==> config.mk <==
export PLATFORM = sky130hd
export DESIGN_NAME = apb_timer_slave_flat
export DESIGN_NICKNAME = d
export VERILOG_FILES = /design/src/rtl/apb_timer_slave_if.sv /design/src/rtl/apb_timer_slave.sv /design/src/flat_wrapper.sv
export SDC_FILE = /design/constraint.sdc
export NUM_CORES = 1
export LEC_CHECK = 0
export CAP_MARGIN = 10
export CORE_MARGIN = 3
export CORE_UTILIZATION = 48
export DETAILED_ROUTE_END_ITERATION = 8
export PLACE_DENSITY = 0.78
export SYNTH_ARGS = -nofsm -noshare
export SYNTH_HDL_FRONTEND = slang
export SYNTH_SLANG_ARGS = --single-unit
==> constraint.sdc <==
create_clock -name PCLK -period 3 [get_ports PCLK]
set_clock_uncertainty 0.05 [all_clocks]
set_input_delay 0.75 -clock PCLK [delete_from_list [all_inputs] [get_ports PCLK]]
set_output_delay 0.75 -clock PCLK [all_outputs]
set_load 0.01 [all_outputs]
==> src/rtl/apb_timer_slave_if.sv <==
// APB3 bus bundle between the bridge (master) and the timer peripheral (slave).
interface apb_timer_slave_if #(
    parameter int ADDRWIDTH = 16,
    parameter int DATAWIDTH = 32
);
    logic                 PSEL;
    logic                 PENABLE;
    logic [ADDRWIDTH-1:0] PADDR;
    logic                 PWRITE;
    logic [DATAWIDTH-1:0] PWDATA;
    logic [DATAWIDTH-1:0] PRDATA;
    logic                 PREADY;
    logic                 PSLVERR;

    modport master (
        output PSEL, PENABLE, PADDR, PWRITE, PWDATA,
        input  PRDATA, PREADY, PSLVERR
    );

    modport slave (
        input  PSEL, PENABLE, PADDR, PWRITE, PWDATA,
        output PRDATA, PREADY, PSLVERR
    );
endinterface

==> src/rtl/apb_timer_slave.sv <==
// APB3 timer peripheral: 32-bit down-counter with reload, sticky interrupt
// status and a level interrupt, plus programmable access-phase wait states.
// Optional feature macro: TIMER_PRESCALE_EN adds an 8-bit PRESCALE register at
// offset 0x10 that divides the timer tick; without it 0x10 is unmapped.
//
// APB FSM
//   state     | meaning
//   ST_IDLE   | no transfer in flight; watching for a setup phase
//   ST_SETUP  | setup phase seen last cycle; this is the first access cycle
//   ST_ACCESS | further access cycles while wait states run out
module apb_timer_slave #(
    parameter int ADDRWIDTH   = 16,
    parameter int DATAWIDTH   = 32,
    parameter int WAIT_STATES = 0
) (
    input  logic             PCLK,
    input  logic             PRESETn,
    apb_timer_slave_if.slave apb,
    output logic             TIMERINT
);

    typedef enum logic [1:0] {
        ST_IDLE   = 2'd0,
        ST_SETUP  = 2'd1,
        ST_ACCESS = 2'd2
    } state_t;

    localparam logic [3:0] WAIT_LAST    = 4'(WAIT_STATES);
    localparam logic [2:0] OFF_CTRL     = 3'd0;
    localparam logic [2:0] OFF_VALUE    = 3'd1;
    localparam logic [2:0] OFF_RELOAD   = 3'd2;
    localparam logic [2:0] OFF_INTSTAT  = 3'd3;
`ifdef TIMER_PRESCALE_EN
    localparam logic [2:0] OFF_PRESCALE = 3'd4;
`endif

    state_t               state_q, state_d;
    logic [3:0]           wait_q, wait_d;
    logic [2:0]           offset;
    logic                 mapped;
    logic                 addr_err;
    logic                 access;
    logic                 pready;
    logic                 wr_ok;
    logic                 tick;
    logic [2:0]           ctrl_q, ctrl_d;
    logic [DATAWIDTH-1:0] value_q, value_d;
    logic [DATAWIDTH-1:0] reload_q, reload_d;
    logic                 int_q, int_d;
    logic [DATAWIDTH-1:0] rdata;
`ifdef TIMER_PRESCALE_EN
    logic [7:0]           prescale_q, prescale_d;
    logic [7:0]           pcnt_q, pcnt_d;
`endif

    // Address bits above [4:0] are deliberately not decoded.
    logic unused_addr;
    assign unused_addr = ^apb.PADDR[ADDRWIDTH-1:5];

    assign offset = apb.PADDR[4:2];

    // Decode the word offset and flag unmapped or misaligned accesses.
    always_comb begin
        mapped = 1'b0;
        case (offset)
            OFF_CTRL, OFF_VALUE, OFF_RELOAD, OFF_INTSTAT: mapped = 1'b1;
`ifdef TIMER_PRESCALE_EN
            OFF_PRESCALE: mapped = 1'b1;
`endif
            default: mapped = 1'b0;
        endcase
        addr_err = !mapped || (apb.PADDR[1:0] != 2'b00);
    end

    assign access = (state_q != ST_IDLE) && apb.PSEL && apb.PENABLE;
    assign pready = access && (wait_q == WAIT_LAST);
    assign wr_ok  = pready && apb.PWRITE && !addr_err;

    // Bus phase tracking and wait-state counting.
    always_comb begin
        state_d = state_q;
        wait_d  = wait_q;
        case (state_q)
            ST_IDLE: begin
                wait_d = 4'd0;
                if (apb.PSEL && !apb.PENABLE) state_d = ST_SETUP;
            end
            ST_SETUP, ST_ACCESS: begin
                if (!apb.PSEL || pready) begin
                    // A following back-to-back setup phase is picked up from IDLE.
                    state_d = ST_IDLE;
                    wait_d  = 4'd0;
                end else begin
                    state_d = ST_ACCESS;
                    if (wait_q < WAIT_LAST) wait_d = wait_q + 4'd1;
                end
            end
            default: begin
                state_d = ST_IDLE;
                wait_d  = 4'd0;
            end
        endcase
    end

    // FSM and wait counter registers.
    always_ff @(posedge PCLK or negedge PRESETn) begin
        if (!PRESETn) begin
            state_q <= ST_IDLE;
            wait_q  <= 4'd0;
        end else begin
            state_q <= state_d;
            wait_q  <= wait_d;
        end
    end

    // Timer next state: tick handling first, then bus writes (written VALUE
    // wins over a tick), then interrupt set (set wins over W1C).
    always_comb begin
        ctrl_d   = ctrl_q;
        value_d  = value_q;
        reload_d = reload_q;
        int_d    = int_q;
`ifdef TIMER_PRESCALE_EN
        prescale_d = prescale_q;
        tick       = ctrl_q[0] && (pcnt_q == prescale_q);
        pcnt_d     = (!ctrl_q[0] || tick) ? 8'd0 : pcnt_q + 8'd1;
`else
        tick       = ctrl_q[0];
`endif
        if (tick) begin
            if (value_q > DATAWIDTH'(1))
                value_d = value_q - DATAWIDTH'(1);
            else if (value_q == DATAWIDTH'(1))
                value_d = ctrl_q[2] ? reload_q : '0;
        end
        if (wr_ok) begin
            case (offset)
                OFF_CTRL:    ctrl_d   = apb.PWDATA[2:0];
                OFF_VALUE:   value_d  = apb.PWDATA;
                OFF_RELOAD:  reload_d = apb.PWDATA;
                OFF_INTSTAT: if (apb.PWDATA[0]) int_d = 1'b0;
`ifdef TIMER_PRESCALE_EN
                OFF_PRESCALE: begin
                    prescale_d = apb.PWDATA[7:0];
                    pcnt_d     = 8'd0;
                end
`endif
                default: ;
            endcase
        end
        if (tick && (value_q == DATAWIDTH'(1))) int_d = 1'b1;
    end

    // Timer and configuration registers.
    always_ff @(posedge PCLK or negedge PRESETn) begin
        if (!PRESETn) begin
            ctrl_q   <= 3'd0;
            value_q  <= '0;
            reload_q <= '0;
            int_q    <= 1'b0;
`ifdef TIMER_PRESCALE_EN
            prescale_q <= 8'd0;
            pcnt_q     <= 8'd0;
`endif
        end else begin
            ctrl_q   <= ctrl_d;
            value_q  <= value_d;
            reload_q <= reload_d;
            int_q    <= int_d;
`ifdef TIMER_PRESCALE_EN
            prescale_q <= prescale_d;
            pcnt_q     <= pcnt_d;
`endif
        end
    end

    // Read data mux.
    always_comb begin
        rdata = '0;
        case (offset)
            OFF_CTRL:    rdata = {{(DATAWIDTH-3){1'b0}}, ctrl_q};
            OFF_VALUE:   rdata = value_q;
            OFF_RELOAD:  rdata = reload_q;
            OFF_INTSTAT: rdata = {{(DATAWIDTH-1){1'b0}}, int_q};
`ifdef TIMER_PRESCALE_EN
            OFF_PRESCALE: rdata = {{(DATAWIDTH-8){1'b0}}, prescale_q};
`endif
            default:     rdata = '0;
        endcase
    end

    assign apb.PRDATA  = (access && !apb.PWRITE && !addr_err) ? rdata : '0;
    assign apb.PREADY  = pready;
    assign apb.PSLVERR = pready && addr_err;
    assign TIMERINT    = int_q & ctrl_q[1];

endmodule

==> src/flat_wrapper.sv <==
// flat-port wrapper written by rule: the top's interface ports become plain ports
module apb_timer_slave_flat 
#(
    parameter int ADDRWIDTH   = 16,
    parameter int DATAWIDTH   = 32,
    parameter int WAIT_STATES = 0
)
  (PCLK, PRESETn, TIMERINT, apb_PSEL, apb_PENABLE, apb_PADDR, apb_PWRITE, apb_PWDATA, apb_PRDATA, apb_PREADY, apb_PSLVERR);
  apb_timer_slave_if #(.ADDRWIDTH(ADDRWIDTH), .DATAWIDTH(DATAWIDTH)) apb_i ();
  input  logic PCLK;
  input  logic PRESETn;
  output logic TIMERINT;
  input wire logic [$bits(apb_i.PSEL)-1:0] apb_PSEL;
  input wire logic [$bits(apb_i.PENABLE)-1:0] apb_PENABLE;
  input wire logic [$bits(apb_i.PADDR)-1:0] apb_PADDR;
  input wire logic [$bits(apb_i.PWRITE)-1:0] apb_PWRITE;
  input wire logic [$bits(apb_i.PWDATA)-1:0] apb_PWDATA;
  output wire logic [$bits(apb_i.PRDATA)-1:0] apb_PRDATA;
  output wire logic [$bits(apb_i.PREADY)-1:0] apb_PREADY;
  output wire logic [$bits(apb_i.PSLVERR)-1:0] apb_PSLVERR;
  assign apb_i.PSEL = apb_PSEL;
  assign apb_i.PENABLE = apb_PENABLE;
  assign apb_i.PADDR = apb_PADDR;
  assign apb_i.PWRITE = apb_PWRITE;
  assign apb_i.PWDATA = apb_PWDATA;
  assign apb_PRDATA = apb_i.PRDATA;
  assign apb_PREADY = apb_i.PREADY;
  assign apb_PSLVERR = apb_i.PSLVERR;
  apb_timer_slave #(.ADDRWIDTH(ADDRWIDTH), .DATAWIDTH(DATAWIDTH), .WAIT_STATES(WAIT_STATES)) u_core (.PCLK(PCLK), .PRESETn(PRESETn), .apb(apb_i), .TIMERINT(TIMERINT));
endmodule
==> results of run 1 <==
[routing by layer]
layer  routed length, microns  global-route usage
met1                     5880               0.338
met5                        0                   0
met4                      301              0.0969
met3                     1290              0.0467
met2                     6870               0.421
[metrics by stage]
stage               setup TNS, ns  hold WS (ns)  power (mW)  cells
floorplan                       0         0.404        2.22    503
global placement           -13.64         0.453        2.51    706
detailed placement         -13.34         0.461        2.57    706
CTS                       -0.0210         0.353        3.40    726
global route                    0         0.370        3.62    731
finish                          0         0.345        3.44    731
[Yosys cell counts (8+ instances only)]
cell type,count
a21o_1,8
mux2_2,35
a21oi_1,46
o21ai_0,29
nor3_1,18
nor2_1,46
xnor2_1,10
clkbuf_1,22
nand2_1,31
or3_1,17
nand3_1,10
xor2_1,11
dfrtp_1,70
a22oi_1,35
[placed cells by master, fill, tap and decap left out, types with 4 or more instances in the layout]
cell type,count
ha_1,4
inv_1,6
nor4_4,4
mux2_2,35
buf_4,30
xnor2_1,10
nor4_1,7
clkdlybuf4s50_1,35
nor2_1,38
dlymetal6s2s_1,4
nor2_2,9
a21o_1,8
xor2_1,11
clkbuf_8,11
and2_1,4
buf_6,7
nand3_1,10
clkdlybuf4s15_2,7
a22oi_1,33
nand2_1,31
a21oi_1,46
nand3b_1,4
nand4_1,5
nor2b_4,4
and3_1,5
o21ai_1,7
dfrtp_1,70
buf_2,26
or3_1,17
o21ai_0,29
nor3_1,17
[area by class of cell]
cell class | count | area [sq um] | share of cell area
Clock buffer | 11 | 151 | 0.0255
Clock inverter | 5 | 57.6 | 0.00970
Inverter | 6 | 22.5 | 0.00380
Multi-Input combinational cell | 390 | 2700 | 0.455
Sequential cell | 70 | 1750 | 0.295
Tap cell | 129 | 161 | 0.0272
Timing Repair Buffer | 120 | 1090 | 0.184
[kinds of logic (layout without fill, tap and decap cells)]
group	count (synthesis)	in the layout	share of synthesized area
compound gates	145	145	0.198
xor+xnor	21	21	0.0402
flops	70	70	0.383
simple gates	181	181	0.228
fa+ha+maj	4	4	0.0109
mux	39	39	0.0976
buf+inv	43	142	0.0418
[critical path, stage by stage]
cell and delay [ns]:
dlygate4sd2_1 0.23, nor2b_4 0.15, nor2b_4 0.17, buf_6 0.13, bufbuf_16 0.27, a22oi_1 0.06
nor2_1 0.10, clkdlybuf4s15_2 0.23
[worst paths after layout]
path / end / slack (ns) / startpoint
worst min-delay path: u_core.reload_q[10] / 0.34 / PRESETn
worst max register to register: u_core.value_q[20] / 0.34 / u_core.value_q[14]
max in group asynchronous: u_core.reload_q[26] / 1.92 / PRESETn
worst max-delay path: apb_PRDATA[22] / 0.10 / apb_PADDR[2]
worst min register to register: u_core.ctrl_q[1] / 0.48 / u_core.ctrl_q[1]
min in group PCLK: u_core.ctrl_q[1] / 0.48 / u_core.ctrl_q[1]
[repair_timing]
action	CTS	global route
endpoints found under the hold margin	0	0
setup buffers	3	2
gates resized for setup	134	31
endpoints found under the setup margin	33	15
cloned	1	3
pin swaps	3	3
[where the power goes]
part / switching, mW / internal, mW
Combinational: 0.549 / 0.544
Clock: 0.387 / 0.428
Sequential: 0.382 / 1.15
Total: 1.32 / 2.12
[state kept, by name, indices dropped and copies added (netlist names)]
signal and count:
u_core.value_q 32, u_core.state_q 2, u_core.int_q 1, u_core.ctrl_q 3, u_core.reload_q 32
==> impl_metrics.toml, run 1 <==
[cells_and_area]
drive_gt1_frac = 0.274
final_area_sq_um = 5930
antenna_cells = 0
nets = 654
fill_cells = 739
area_growth_pct = 29.6
fin_util = 0.642

[sta]
worst_slack_ns = 0.105
post-route-min-period_ns = 2.90
setup_viol = 0
fmaxAchievable_mhz = 345
slew_viol_final = 0
worst_slew_pin_slew_ns = 0.588
period_share = 0.965
finalHoldViolations = 0
slew-limit-headroom = 0.608
grt_setup_unrepaired = "no"

[clock_network]
clk_pin_slew_ns = 0.09
h-tree-depth = 3
root_buffer = "clkbuf_8"
clock_path_buffers = 2
numCtsBuffers = 9
ctsHoldBuffers = 0
clock_latency_ns = 0.35
cts_sinks = 70
cts_tree = "yes"

[global_routing]
antenna_found_initial = 0
grt_overflow = 0
grt.total_usage = 0.256
grt_pass1_vias = 4516
grt_max_degree = 46
grt_pass1_wl_microns = 22800

[placement]
postPlaceCellArea_sq_um = 5630
dpl.hpwl_microns = 9260
gp_congestion = 0.945
port_buffers = 76
post-place-ws_ns = -0.452

[drt]
drc = 0
drt_iter0_markers = 399
routed_wl_microns = 14300
via_per_inst = 6.30
vias = 4606
wl_per_cell_microns = 19.6
ant_nets = 0
drt-pass1-iter-count = 5

[synth]
synth_area_leaders = "dfrtp_1, mux2_2, a22oi_1"
ys_seq_area_frac = 0.383
synth.avg_cell_area_sq_um = 9.10
async_flop_share = 1.00
yosys_most_used_dff = "dfrtp_1"
ys_ff_latch = 70
synth_area_leader_cell = "dfrtp_1"
syn-cell-area_sq_um = 4580
synth.top_cell.area_share = 0.383
synth_edf_count = 0
synthDistinctLibCells = 59
synthCells = 503
syn-num-nets = 560
yosysWarnings = 0

[floorplanning]
ios = 88
core.rowCount = 35
coreArea_sq_um = 9240
dieArea_sq_um = 10700
dieHeight_microns = 104
die_w_microns = 104
start_util = 0.495

[flow_run]
cap_violations = 0

[setup_path]
critPathCaptureType = "output pin"
crit_type = "in2out"
cp_max_fo = 9
cp_data_arrival_time_ns = 2.10
startpoint_type = "primary input"
critPathRequiredTime_ns = 2.20
r2r_cells = 7

[power]
ir_worst_vdd_uv = 300
power_density_nw_per_um2 = 580
p_leak_nw = 2.64

[run_status]
status = "finished, final reports clean"

[min_path]
hp-class = "in2async"
No activity file was read; power rests on OpenSTA's default activity.
==> run 2: changes to the inputs <==
Settings changed: CTS_CLUSTER_SIZE from default to 40.
==> results of run 2 <==
No change in the layout: final DEF, timing and power equal those of run 1.
